$ cat src/rtl/vga_pkg.sv
// Shared constants and types for the VGA pixel output stage.
package vga_pkg;

  localparam int DEF_PIXEL_BITS   = 12;
  localparam int DEF_WIDTH_BITS   = 10;
  localparam int DEF_HEIGHT_BITS  = 10;
  localparam int DEF_WIDTH        = 640;
  localparam int DEF_HEIGHT       = 480;
  localparam int NUM_BARS         = 8;
  localparam int FRAME_COUNT_BITS = 16;

  typedef logic [DEF_PIXEL_BITS-1:0] colour_t;

  typedef enum logic [1:0] {
    PAT_FIG   = 2'd0,
    PAT_INV   = 2'd1,
    PAT_BARS  = 2'd2,
    PAT_CHECK = 2'd3
  } pattern_e;

  typedef enum logic {
    IDLE    = 1'b0,
    PENDING = 1'b1
  } cfg_state_e;

endpackage

$ cat src/rtl/vga_pixel_output_stage_sync_delay_line.sv
// Resettable shift register of DEPTH stages; DEPTH==0 is a plain wire.
module sync_delay_line #(
  parameter int               DEPTH       = 2,
  parameter int               WIDTH       = 1,
  parameter logic [WIDTH-1:0] RESET_VALUE = '0
) (
  input  logic             i_clk,
  input  logic             i_rst,
  input  logic [WIDTH-1:0] i_data,
  output logic [WIDTH-1:0] o_data
);

  generate
    if (DEPTH == 0) begin : g_bypass
      assign o_data = i_data;
    end else begin : g_shift
      logic [WIDTH-1:0] r_stage [DEPTH];

      always_ff @(posedge i_clk or posedge i_rst) begin
        if (i_rst) begin
          for (int i = 0; i < DEPTH; i++) r_stage[i] <= RESET_VALUE;
        end else begin
          r_stage[0] <= i_data;
          for (int i = 1; i < DEPTH; i++) r_stage[i] <= r_stage[i-1];
        end
      end

      assign o_data = r_stage[DEPTH-1];
    end
  endgenerate

endmodule

$ cat src/rtl/vga_pixel_output_stage.sv
// Maps figure pixel / test patterns to colour, blanks, aligns syncs, counts frames.
// Optional blink of figure foreground enabled by defining VGA_OUT_BLINK_EN.
module vga_pixel_output_stage
  import vga_pkg::*;
#(
  parameter int                    PIXEL_BITS  = DEF_PIXEL_BITS,
  parameter int                    WIDTH_BITS  = DEF_WIDTH_BITS,
  parameter int                    HEIGHT_BITS = DEF_HEIGHT_BITS,
  parameter int                    WIDTH       = DEF_WIDTH,
  parameter int                    PIPE_STAGES = 2,
  parameter logic [PIXEL_BITS-1:0] FG_RESET    = '1,
  parameter logic [PIXEL_BITS-1:0] BG_RESET    = '0
) (
  input  logic                   clock_in,
  input  logic                   reset_in,
  input  logic                   pixel_bit_in,
  input  logic [WIDTH_BITS-1:0]  pixel_x_in,
  input  logic [HEIGHT_BITS-1:0] pixel_y_in,
  input  logic                   display_on_in,
  input  logic                   h_sync_in,
  input  logic                   v_sync_in,
  input  logic [PIXEL_BITS-1:0]  fg_colour_in,
  input  logic [PIXEL_BITS-1:0]  bg_colour_in,
  input  logic [1:0]             pattern_sel_in,
  input  logic                   config_load_in,
  output logic                   config_busy_out,
  output logic [PIXEL_BITS-1:0]  pixel_out,
  output logic                   h_sync_out,
  output logic                   v_sync_out,
  output logic                   display_on_out,
  output logic [15:0]            frame_count_out
);

  localparam int BAR_W = WIDTH / NUM_BARS;
  localparam int CH    = PIXEL_BITS / 3;

  cfg_state_e                  r_state;
  logic [PIXEL_BITS-1:0]       r_fg, r_bg, r_shadow_fg, r_shadow_bg;
  pattern_e                    r_pattern, r_shadow_pattern;
  logic                        r_busy;
  logic                        r_vsync_prev;
  logic [FRAME_COUNT_BITS-1:0] r_frame_count;
  logic [PIXEL_BITS-1:0]       r_pixel_s1;

  logic                  w_frame_boundary;
  logic [NUM_BARS-1:1]   w_bar_ge;
  logic [2:0]            w_bar_idx;
  logic [PIXEL_BITS-1:0] w_bar_colour;
  logic [PIXEL_BITS-1:0] w_fig_fg;
  logic [PIXEL_BITS-1:0] w_colour;
  logic                  w_unused_y;

  assign w_frame_boundary = r_vsync_prev & ~v_sync_in;
  assign w_unused_y       = ^pixel_y_in;

  // Bar index is the number of bar start columns at or left of x.
  generate
    for (genvar gi = 1; gi < NUM_BARS; gi++) begin : g_bar_cmp
      assign w_bar_ge[gi] = (pixel_x_in >= WIDTH_BITS'(gi * BAR_W));
    end
  endgenerate

  always_comb begin
    w_bar_idx = '0;
    for (int i = 1; i < NUM_BARS; i++) w_bar_idx = w_bar_idx + 3'(w_bar_ge[i]);
  end

  assign w_bar_colour = {{CH{w_bar_idx[2]}}, {CH{w_bar_idx[1]}}, {CH{w_bar_idx[0]}}};

`ifdef VGA_OUT_BLINK_EN
  assign w_fig_fg = r_frame_count[5] ? r_bg : r_fg;
`else
  assign w_fig_fg = r_fg;
`endif

  always_comb begin
    w_colour = '0;
    if (display_on_in) begin
      case (r_pattern)
        PAT_FIG:   w_colour = pixel_bit_in ? w_fig_fg : r_bg;
        PAT_INV:   w_colour = pixel_bit_in ? r_bg : w_fig_fg;
        PAT_BARS:  w_colour = w_bar_colour;
        PAT_CHECK: w_colour = (pixel_x_in[5] ^ pixel_y_in[5]) ? r_fg : r_bg;
        default:   w_colour = '0;
      endcase
    end
  end

  // A boundary commits the shadow held before this cycle; a load in the same
  // cycle is captured afterwards and waits for the following boundary.
  always_ff @(posedge clock_in or posedge reset_in) begin
    if (reset_in) begin
      r_state          <= IDLE;
      r_busy           <= 1'b0;
      r_fg             <= FG_RESET;
      r_bg             <= BG_RESET;
      r_pattern        <= PAT_FIG;
      r_shadow_fg      <= FG_RESET;
      r_shadow_bg      <= BG_RESET;
      r_shadow_pattern <= PAT_FIG;
    end else begin
      case (r_state)
        IDLE: begin
          if (config_load_in) begin
            r_shadow_fg      <= fg_colour_in;
            r_shadow_bg      <= bg_colour_in;
            r_shadow_pattern <= pattern_e'(pattern_sel_in);
            r_state          <= PENDING;
            r_busy           <= 1'b1;
          end
        end
        PENDING: begin
          if (w_frame_boundary) begin
            r_fg      <= r_shadow_fg;
            r_bg      <= r_shadow_bg;
            r_pattern <= r_shadow_pattern;
          end
          if (config_load_in) begin
            r_shadow_fg      <= fg_colour_in;
            r_shadow_bg      <= bg_colour_in;
            r_shadow_pattern <= pattern_e'(pattern_sel_in);
            r_busy           <= 1'b1;
          end else if (w_frame_boundary) begin
            r_state <= IDLE;
            r_busy  <= 1'b0;
          end
        end
        default: begin
          r_state <= IDLE;
          r_busy  <= 1'b0;
        end
      endcase
    end
  end

  always_ff @(posedge clock_in or posedge reset_in) begin
    if (reset_in) begin
      r_vsync_prev  <= 1'b1;
      r_frame_count <= '0;
      r_pixel_s1    <= '0;
    end else begin
      r_vsync_prev <= v_sync_in;
      r_pixel_s1   <= w_colour;
      if (w_frame_boundary) r_frame_count <= r_frame_count + 1'b1;
    end
  end

  sync_delay_line #(
    .DEPTH       (PIPE_STAGES),
    .WIDTH       (3),
    .RESET_VALUE (3'b110)
  ) u_sync_delay (
    .i_clk  (clock_in),
    .i_rst  (reset_in),
    .i_data ({h_sync_in, v_sync_in, display_on_in}),
    .o_data ({h_sync_out, v_sync_out, display_on_out})
  );

  // The colour register above is the first pipeline stage.
  sync_delay_line #(
    .DEPTH       (PIPE_STAGES - 1),
    .WIDTH       (PIXEL_BITS),
    .RESET_VALUE ({PIXEL_BITS{1'b0}})
  ) u_pixel_delay (
    .i_clk  (clock_in),
    .i_rst  (reset_in),
    .i_data (r_pixel_s1),
    .o_data (pixel_out)
  );

  assign config_busy_out = r_busy;
  assign frame_count_out = r_frame_count;

endmodule

$ cat config.mk
export PLATFORM = sky130hd
export DESIGN_NAME = vga_pixel_output_stage
export DESIGN_NICKNAME = d
export VERILOG_FILES = /design/src/rtl/vga_pkg.sv /design/src/rtl/vga_pixel_output_stage_sync_delay_line.sv /design/src/rtl/vga_pixel_output_stage.sv
export SDC_FILE = /design/constraint.sdc
export NUM_CORES = 1
export LEC_CHECK = 0
export BUFFER_PORTS_ARGS = -buffer_cell sky130_fd_sc_hd__buf_2
export CAP_MARGIN = 10
export CORE_ASPECT_RATIO = 1.75
export CORE_MARGIN = 5
export CORE_UTILIZATION = 59
export CTS_CLUSTER_DIAMETER = 200
export DETAILED_ROUTE_END_ITERATION = 12
export GPL_ROUTABILITY_DRIVEN = 0
export PLACE_DENSITY = 0.84
export SYNTH_ARGS = -nofsm -noshare
export SYNTH_HDL_FRONTEND = slang
export SYNTH_SLANG_ARGS = --single-unit
$ cat constraint.sdc
create_clock -name clock_in -period 7.4 [get_ports clock_in]
set_input_delay 0.37 -clock clock_in [delete_from_list [all_inputs] [get_ports clock_in]]
set_output_delay 0.37 -clock clock_in [all_outputs]
set_load 0.005 [all_outputs]
# Word level (Yosys, flattened, before mapping)
# Cells that the tools add are included.
# Widths: inputs -> output; s select.
[classes] n_reduce_logical=3 n_lt_le_gt_ge=7 mux=16 add_sub_neg=7 n_eq_ne=5 shifts=0 bitwise_logic=4 n_mul=0 n_div=0
[op_table] operator="$mux 12" count=6
[op_table] operator="$pmux 12 s4" count=1
[op_table] operator="$ge 10x9->1 const B" count=3
[op_table] operator="$ge 10x8->1 const B" count=2
[op_table] operator="$add 16x1->16 const B" count=1
[op_table] operator="$add 3x1->3" count=4
[op_table] operator="$ge 10x10->1 const B" count=1
[op_table] operator="$ge 10x7->1 const B" count=1
[op_table] operator="$mux 1" count=6
[op_table] operator="$eq 2x2->1 const B" count=2
[op_table] operator="$pmux 1 s2" count=2
[op_table] operator="$reduce_and 2->1" count=2
[op_table] operator="$add 2x1->3" count=1
[op_table] operator="$ne 3x2->1 const B" count=1
[op_table] operator="$add 1x1->2" count=1
[op_table] operator="$eq 2x1->1 const B" count=1
[op_table] operator="$logic_not 2->1" count=1
[op_table] operator="$mux 2" count=1
[op_table] operator="$ne 2x2->1 const B" count=1
[op_table] operator="$not 1->1" count=2
[op_table] operator="$and 1x1->1" count=1
[op_table] operator="$xor 1x1->1" count=1
[word_totals] ff_bits=101 memories=0 rom_bits=0 word_cells=56 out_inout_bits=32 latchBits=0 ramBits=0

# Longest topological paths before layout
# Gate-level depths: netlist (run 1).
[logic_depth] ltp_word=9 mapped_depth=10 ltp_nobuf=9

# By module
# A second synthesis (run 1) with hierarchy kept.
[unflattened] hier_cells=344 area_unflattened_um2=4461.8
[modules_own_cells] mod="vga_pixel_output_stage" cells_each=321 area_per_inst_um2=3976.3 seq_area_each_um2=2108.3 instances=1
[modules_own_cells] mod="sync_delay_line at u_pixel_delay" cells_each=13 area_per_inst_um2=304.0 seq_area_each_um2=300.3 instances=1
[modules_own_cells] mod="sync_delay_line at u_sync_delay" cells_each=10 area_per_inst_um2=181.4 seq_area_each_um2=155.1 instances=1

# Worst setup path after synthesis (run 1)
# No wires, ideal clock.
[synth_path] path_kind="input -> register" start="input port pixel_x_in[5]" end="register r_pixel_s1[4]" arrival_ns=3.225 setup_slack_ns=4.050 cell_stages=10 n_path_buf=1 setup_time_ns=0.126 path_cell_list="buf_2 > o21ai_0 > nand3b_1 > fa_1 > inv_1 > fa_1 > fa_1 > fa_1 > a21oi_1 > o311a_1"
[synth_via] elab_chain_len=9
[synth_rtl] item="start: declaration" line="vga_pixel_output_stage.sv:17" rtl="input logic [WIDTH_BITS-1:0] pixel_x_in,"
[synth_rtl] item="$ge 10x7->1 or $ge 10x8->1 (tied branches)" line="vga_pixel_output_stage.sv:59" rtl="assign w_bar_ge[gi] = (pixel_x_in >= WIDTH_BITS'(gi * BAR_W));"
[synth_rtl] item="$add 1x1->2" line="vga_pixel_output_stage.sv:65" rtl="for (int i = 1; i < NUM_BARS; i++) w_bar_idx = w_bar_idx + 3'(w_bar_ge[i]);"
[synth_rtl] item="$add 2x1->3" line="vga_pixel_output_stage.sv:65"
[synth_rtl] item="$add 3x1->3 (4 in a row)" line="vga_pixel_output_stage.sv:65"
[synth_rtl] item="$pmux 12 s4 *" line="vga_pixel_output_stage.sv:79" rtl="case (r_pattern)"
[synth_rtl] item="$mux 12 *" line="vga_pixel_output_stage.sv:78" rtl="if (display_on_in) begin"
[synth_rtl] item="named net w_colour[4]" line="vga_pixel_output_stage.sv:50" rtl="logic [PIXEL_BITS-1:0] w_colour;"
[synth_rtl] item="end signal: assignment" line="vga_pixel_output_stage.sv:143" rtl="r_pixel_s1 <= w_colour;"
[synth_rtl] item="end: declaration" line="vga_pixel_output_stage.sv:43" rtl="logic [PIXEL_BITS-1:0] r_pixel_s1;"
# The timed path passes the listed nets; every way through them passes the cells marked *.
# A chain may end at the register's enable or synchronous reset.

# Final worst setup path (run 1)
[layout_path] start="input port pixel_x_in[5]" end="register r_pixel_s1[5]"
# The elaborated chain is that of the path after synthesis.

==> results of run 1 <==
flip-flops by register name, summed over array words and instances, names as in the netlist, 2 cells and up:
signal / flops
u_sync_delay.o_data: 3
frame_count_out: 16
r_fg: 12
r_shadow_bg: 12
r_pattern: 2
r_shadow_pattern: 2
r_pixel_s1: 12
u_sync_delay.g_shift.r_stage: 3
r_shadow_fg: 12
r_bg: 12
u_pixel_delay.o_data: 12
cell type report:
class                           count  share of cell area
Sequential cell                   100               0.499
Inverter                            3             0.00271
Clock inverter                      4             0.00935
Timing Repair Buffer               72              0.0713
Tap cell                           86              0.0212
Clock buffer                       12              0.0504
Multi-Input combinational cell    223               0.346
metrics by stage:
step | hold slack (ps) | setup slack [ps] | total power [W]
2_1_floorplan | 331 | 4050 | 0.000910
3_3_place_gp | 331 | 3860 | 0.000984
3_5_place_dp | 336 | 3800 | 0.00100
4_1_cts | 83.8 | 4140 | 0.00147
5_1_grt | 111 | 3980 | 0.00153
6_report | 71.9 | 4130 | 0.00146
cell usage after synthesis (all sizes together) (2+ instances only):
library cell | instances | area [um^2]
a21o | 2 | 15.0
a21oi | 17 | 85.1
and3 | 2 | 12.5
buf | 13 | 97.6
clkbuf | 4 | 18.8
dfrtp | 72 | 1800
dfstp | 28 | 736
fa | 4 | 80.1
inv | 3 | 11.3
mux2 | 52 | 586
mux2i | 24 | 240
nand2 | 50 | 195
nand2b | 2 | 15.0
nand3 | 4 | 20.0
nand3b | 2 | 15.0
nand4 | 3 | 18.8
nor2 | 17 | 63.8
nor3 | 3 | 36.3
o21ai | 4 | 20.0
o311a | 12 | 120
xnor2 | 13 | 121
xor2 | 4 | 50.1
where the power goes:
part	leakage, nW	switching [W]	internal, W
combinational	1.06	0.000127	0.000126
clock	0.149	0.000183	0.000279
sequential	1.19	0.0000787	0.000662
total	2.40	0.000389	0.00107
per-layer routing:
layer,part of all wire,wire length [um],global-route usage,up-vias
li1,-,-,-,1315
met1,0.39,3160,0.224,1429
met2,0.53,4380,0.314,85
met3,0.057,466,0.0404,16
met4,0.024,193,0.0865,0
met5,0,0,0,-
cells in the final DEF, fill, tap and decap left out, types with 2 or more instances in the layout:
cell type	instances
clkinv_2	2
xor2_2	2
a21o_1	2
mux2i_1	24
a21oi_1	17
fa_1	4
nand3_1	4
buf_2	71
dfrtp_1	72
nand3b_1	2
nand2_1	49
and3_1	2
o21ai_0	4
o311a_1	12
xor2_1	2
mux2_2	33
clkbuf_8	2
xnor2_1	12
dfstp_2	28
nor2_1	17
nor3_2	2
clkbuf_16	9
mux2_1	19
nand4_1	3
inv_1	2
cell families after synthesis:
kind of cell / Yosys count
flops: 100
simple gates: 87
mux: 76
compound gates: 38
buf+inv: 20
xor+xnor: 17
fa+ha+maj: 5
worst max-delay path, cell delays in order:
cell and delay [ps]:
buf_2 160, o21ai_0 170, nand3b_1 130, fa_1 560, inv_1 60, fa_1 500, fa_1 450, fa_1 500
a21oi_1 140, o311a_1 430
path summary, 6_finish.rpt:
kind	to	slack, ps	depth (start not counted)
worst max-delay path	r_pixel_s1[5]	4130	10
worst min-delay path	u_pixel_delay.o_data[4]	70	2
worst max register to register	r_pixel_s1[2]	5630	3
worst min register to register	u_pixel_delay.o_data[10]	350	0
max in group asynchronous	r_bg[8]	6230	3
min in group clock_in	u_sync_delay.g_shift.r_stage[5]	130	1
==> results by group, run 1 <==
Run status
  – Status: completed

Cells and area
  – Util after Layout: 0.698
  – Number of fill cells: 520
  – Design area: 5090 um^2
  – Layout Cells excl Fill: 500
  – Area of the multi-input gates: 1760 um^2
  – Reg area: 2540 um^2
  – # diodes: 0
  – Share of post-route cells with drive strength above 1: 0.382
  – Area growth syn-to-layout: 14.9%
  – Final net count: 467

Yosys
  – Largest family of logic cells by synthesized area: multiplexers
  – Synth Cell Area: 4430 um^2
  – Sequential area share after synthesis: 0.573
  – Post-Syn Instances: 343
  – YS warnings: 0
  – Post-Synth XOR/XNOR Area: 0.0387
  – Main synth FF type: dfrtp_1
  – Compound-Gate Fraction of Synth Area: 0.0594
  – EDFF count, synth: 0
  – Register bit total from synthesis: 100
  – Syn avg cell area: 12.9 um^2
  – Post-Synth Simple-Gate Area: 0.0922
  – Post-synthesis mux area share: 0.187
  – Post-synth net total: 401
  – Post-synthesis async set-or-reset flop share: 1.00
  – Netlist cell types: 40
  – Adder-cell area share of the yosys netlist: 0.0209

Worst setup path
  – Critical path type: in -> reg
  – Worst Path Max Fanout: 7
  – Worst setup SP type: input port
  – CP required: 7610 ps
  – CP startpoint: pixel_x_in[5]
  – CP arrival: 3480 ps
  – Worst r2r src: r_pattern[1]
  – Crit. End Element: register

Clock tree
  – Hold_buf cts: 0
  – CTS buffer count: 9
  – Resize count post-CTS: 0
  – Root Buffer: clkbuf_16
  – Clk buf depth: 2
  – Clock-pin slew on the worst setup and hold paths: 60 ps
  – Clock tree sinks: 100
  – Post-CTS Setup Inserts: 0
  – CTS H-tree lvls: 3
  – CTS tree: done
  – Skew-Pair Late Insertion Delay: 340 ps

Die
  – Die H: 125 um
  – Io pins: 85
  – Rows: 41
  – Core outline area: 7280 um^2
  – Starting Density: 0.608
  – Die width: 75.5 um
  – Die ar.: 9400 um^2

STA
  – Post-route clock skew: 5.35 ps
  – Crit path time final: 3270 ps
  – Final hold violation count: 0
  – Least-Margin Pin Slew: 804 ps
  – Max Fclk: 0.305 GHz
  – Max_slew headroom: 0.462
  – Max-slew violations: 0
  – Tcrit/Tclk final: 0.442
  – RSZ-0062 raised after global routing: no
  – # setup viols final: 0
  – Setup TNS: 0 ps

Flow run
  – Max cap viols: 0

Detailed routing
  – Post-route ant nets: 0
  – Drt drc: 0
  – Initial DRT Pass Iterations: 4
  – Wirelength per Cell: 16.4 um
  – Via density per instance: 5.69
  – First DRT Iteration DRCs: 153
  – Vias: 2845
  – WL final: 8200 um

Global route
  – First-pass GRT wire length: 13700 um
  – Vias in the first global route: 2944
  – Largest net degree at the start of global routing: 59
  – Global Route Usage Sum: 0.188
  – Initial antenna violation count: 0
  – Grt ovf: 0

Pwr
  – Max VDD drop: 0.172 mV
  – Static Leak: 2.40 nW
  – Power Dens Cells: 286 nW/um^2

Place
  – Dpl hpwl: 5760 um
  – Post-Place Cells: 484
  – Port Buffers: 71
  – DP Area: 4780 um^2

Hold path
  – Hold Path Class: in -> async
(Power assumes the default switching activity.)
==> inputs of run 2 (changes only) <==
- ABC_AREA: not set -> 1
- CORE_UTILIZATION: 59 -> 50
- PLACE_DENSITY: 0.84 -> 0.76
- clock period: 7.4 -> 3 ns (I/O delays scaled with it)
==> run 2 against run 1 <==
The run now ends with negative hold slack left; die area increased by 20%; clock skew increased by 2.2 ps; worst setup slack got worse by 4000 ps; via count increased by 26%; worst hold slack got worse by 90 ps; utilization decreased by 10 points; design area increased by 6.0%; critical endpoint unchanged; sequential share of layout area decreased by 2.8 points; critical path type unchanged; flip-flop and latch count unchanged; combinational power increased by 150%; count of clock-buffer cells in the layout increased by 1.
==> results by group, run 2 <==
Worst setup path
  – Critical path type: in -> reg (unchanged)
  – Slowest Stage Delay on Critical Path: 550 ps (was 560 ps)
  – Worst setup SP type: input port (unchanged)
  – Crit path cell chain: buf_2, nor2_2, o211ai_1, fa_1, inv_1, fa_1, fa_1, fa_1, a21oi_1, buf_4, a21oi_1, a21oi_2 (was buf_2, o21ai_0, nand3b_1, fa_1, inv_1, fa_1, fa_1, fa_1, a21oi_1, o311a_1)
  – CP max-delay cell: fa_1 (unchanged)
  – Reg-to-reg setup timing slack: 1230 ps (was 5630 ps)
  – CP startpoint: pixel_x_in[8] (was pixel_x_in[5])
  – Top cell by count, worst path: fa_1 (unchanged)
  – CP arrival: 3080 ps (was 3480 ps)
  – Reg2reg end: r_fg[10] (was r_pixel_s1[2])
  – Top delay family on crit path: adder cells (unchanged)
  – R2R cell count: 5 (was 3)
  – Worst Path Max Fanout: 4 (was 7)
  – Crit. End Element: register (unchanged)
  – WP depth: 12 (was 10)
  – Worst setup endpoint: r_pixel_s1[5] (unchanged)
  – Worst r2r src: u_sync_delay.g_shift.r_stage[4] (was r_pattern[1])
  – CP required: 3230 ps (was 7610 ps)
  – Worst path bufs/invs: 3 (was 2)

Global route
  – Initial antenna violation count: 0 (unchanged)
  – Largest net degree at the start of global routing: 68 (was 59)
  – Grt ovf: 0 (unchanged)
  – Vias in the first global route: 3411 (was 2944)
  – Grt met2 use: 0.299 (was 0.314)
  – Met3 GRT Util: 0.0481 (was 0.0404)
  – First-pass GRT wire length: 15200 um (was 13700 um)
  – Most Crowded Layer GR: met2 (unchanged)
  – Global Route Usage Sum: 0.177 (was 0.188)
  – GRT met1 Usage: 0.202 (was 0.224)

STA
  – Crit path time final: 2850 ps
  – Max Fclk: 0.351 GHz
  – RSZ-0062 raised after global routing: no (unchanged)
  – Max-slew violations: 0 (unchanged)
  – Max_slew headroom: 0.460 (was 0.462)
  – # setup viols final: 0 (unchanged)
  – Fin Hold WS: -18.5 ps (was 71.9 ps)
  – Final hold violation count: 31 (was 0)
  – Post-route clock skew: 7.59 ps (was 5.35 ps)
  – Tcrit/Tclk final: 0.951
  – Least-Margin Pin Slew: 810 ps (was 804 ps)

Die
  – Die ar.: 11300 um^2 (was 9400 um^2)
  – Starting Density: 0.507 (was 0.608)
  – Die H: 137 um (was 125 um)
  – Io pins: 85 (unchanged)
  – Die width: 82.4 um (was 75.5 um)
  – Core outline area: 9040 um^2 (was 7280 um^2)
  – Rows: 46 (was 41)

Cells and area
  – Util after Layout: 0.596 (was 0.698)
  – Most frequent cells in the layout: nand2_1, dfrtp_1, buf_2 (was dfrtp_1, buf_2, nand2_1)
  – Area growth syn-to-layout: 17.6% (was 14.9%)
  – Final net count: 658 (was 467)
  – # diodes: 0 (unchanged)
  – Most common cell after layout, fill and taps aside: nand2_1 (was dfrtp_1)
  – Share of post-route cells with drive strength above 1: 0.238 (was 0.382)
  – Design area: 5390 um^2 (was 5090 um^2)
  – Max reg flops: 16 (unchanged)

Yosys
  – Post-synth net total: 578 (was 401)
  – Main synth FF type: dfrtp_1 (unchanged)
  – Synth cell count leaders: nand2_1, dfrtp_1, inv_1, o21ai_0, dfstp_2 (was dfrtp_1, nand2_1, mux2_2, dfstp_2, mux2i_1)
  – Most repeated cell in the gate-level netlist after synthesis: nand2_1 (was dfrtp_1)
  – Netlist cell types: 33 (was 40)
  – Sequential area share after synthesis: 0.554 (was 0.573)
  – Synth area leaders: dfrtp_1, dfstp_2, nand2_1 (was dfrtp_1, dfstp_2, mux2_2)
  – Post-synthesis async set-or-reset flop share: 1.00 (unchanged)
  – Synth Cell Area: 4580 um^2 (was 4430 um^2)
  – YS warnings: 0 (unchanged)
  – Syn avg cell area: 8.81 um^2 (was 12.9 um^2)
  – Yosys top cell by area: dfrtp_1 (unchanged)
  – Post-Syn Instances: 520 (was 343)
  – Register bit total from synthesis: 100 (unchanged)
  – EDFF count, synth: 0 (unchanged)
  – Share of the synthesized area in the top cell type: 0.393 (was 0.407)

Detailed routing
  – Via density per instance: 4.94 (was 5.69)
  – Initial DRT Pass Iterations: 4 (unchanged)
  – Vias: 3578 (was 2845)
  – Wirelength per Cell: 12.7 um (was 16.4 um)
  – First DRT Iteration DRCs: 136 (was 153)
  – WL final: 9210 um (was 8200 um)
  – Post-route ant nets: 0 (unchanged)
  – Drt drc: 0 (unchanged)

Place
  – DP Area: 5030 um^2 (was 4780 um^2)
  – Port Buffers: 71 (unchanged)
  – Dpl hpwl: 6650 um (was 5760 um)

Clock tree
  – Clock-pin slew on the worst setup and hold paths: 70 ps (was 60 ps)
  – Clk buf depth: 2 (unchanged)
  – Skew-Pair Late Insertion Delay: 340 ps (about the same)
  – CTS tree: done (unchanged)
  – CTS H-tree lvls: 3 (unchanged)
  – Post-CTS Setup Inserts: 0 (unchanged)
  – Clock tree sinks: 100 (unchanged)
  – CTS buffer count: 9 (unchanged)
  – Root Buffer: clkbuf_16 (unchanged)

Run status
  – Failing checks: negative hold slack
  – Status: finished, violations left (was completed)

Pwr
  – Power Dens Cells: 622 nW/um^2 (was 286 nW/um^2)
  – Static Leak: 2.75 nW (was 2.40 nW)
  – Max VDD drop: 0.435 mV (was 0.172 mV)

Flow run
  – Max cap viols: 0 (unchanged)

Hold path
  – Hold Path Class: in -> async (unchanged)
[run 2: cell types whose count changed in the layout (fill, tap and decap cells not counted), sizes merged, moves of 12 or more]
| cell | previous run | this run |
|---|---|---|
| mux2 | 52 | 0 |
| nand2 | 50 | 201 |
| o311a | 12 | 0 |
| mux2i | 24 | 0 |
| inv | 3 | 51 |
| o21ai | 4 | 43 |
| o211ai | 0 | 13 |
[run 2: repair_timing]
item	CTS	global route
resized for setup	0	1
hold endpoints to repair	7	2
endpoints found under the setup margin	0	4
hold buffers	7	2
[run 2: worst min path at each step]
stage	from	to	slack, ps	cells after the start
global placement	h_sync_in	u_sync_delay.g_shift.r_stage[5]	260	1
CTS	reset_in	u_pixel_delay.o_data[1]	1	2
detailed placement	h_sync_in	u_sync_delay.g_shift.r_stage[5]	270	1
floorplan	v_sync_in	u_sync_delay.g_shift.r_stage[4]	150	0
finish	reset_in	u_pixel_delay.o_data[2]	-20	2
global route	bg_colour_in[0]	r_shadow_bg[0]	5	3
[run 2: where the power goes]
| group | switching (W) | internal (W) |
|---|---|---|
| Combinational | 0.000375 | 0.000256 |
| Sequential | 0.000115 | 0.00158 |
| Clock | 0.000444 | 0.000581 |
[run 2: layout make-up]
class | instances | area, um^2
fillers | 809 | 3650
flip-flops and latches | 100 | 2540
multi-input cells | 346 | 1700
repair buffers | 90 | 533
clock buffers | 13 | 250
inverters | 53 | 201
well taps | 120 | 150
clock inverters | 3 | 15.0
[run 2: metal layers]
layer  vias up  wire length [um]
li1       1794                 -
met1      1651              3650
met2       110              4800
met3        23               508
met4         0               256
met5         -                 0
[run 2: worst reg2reg max path, stage by stage (launching register included)]
cell     delay [ps]
dfstp_2         550
nand2_4         110
nor2_4          630
buf_4           280
nand2_1          50
o21ai_0          70
[run 2: cells by family after synthesis]
kind of cell,count (synthesis),share of synthesized area
buffers and inverters,74,0.0754
adders and majority gates,5,0.0202
xor gates and xnor gates,10,0.0208
and+or+nand+nor,244,0.224
DFF,100,0.554
AOI/OAI and AO/OA,87,0.106
[run 2: stage by stage]
stage	setup TNS, ps	total power [W]	hold WS [ps]	setup WS, ps	cells
2_1_floorplan	0	0.00211	154	56.4	520
3_3_place_gp	-1050	0.00230	259	-213	700
3_5_place_dp	-1760	0.00234	266	-292	700
4_1_cts	0	0.00339	1.06	78.8	723
5_1_grt	0	0.00355	5.33	26.4	725
6_report	0	0.00335	-18.5	148	725
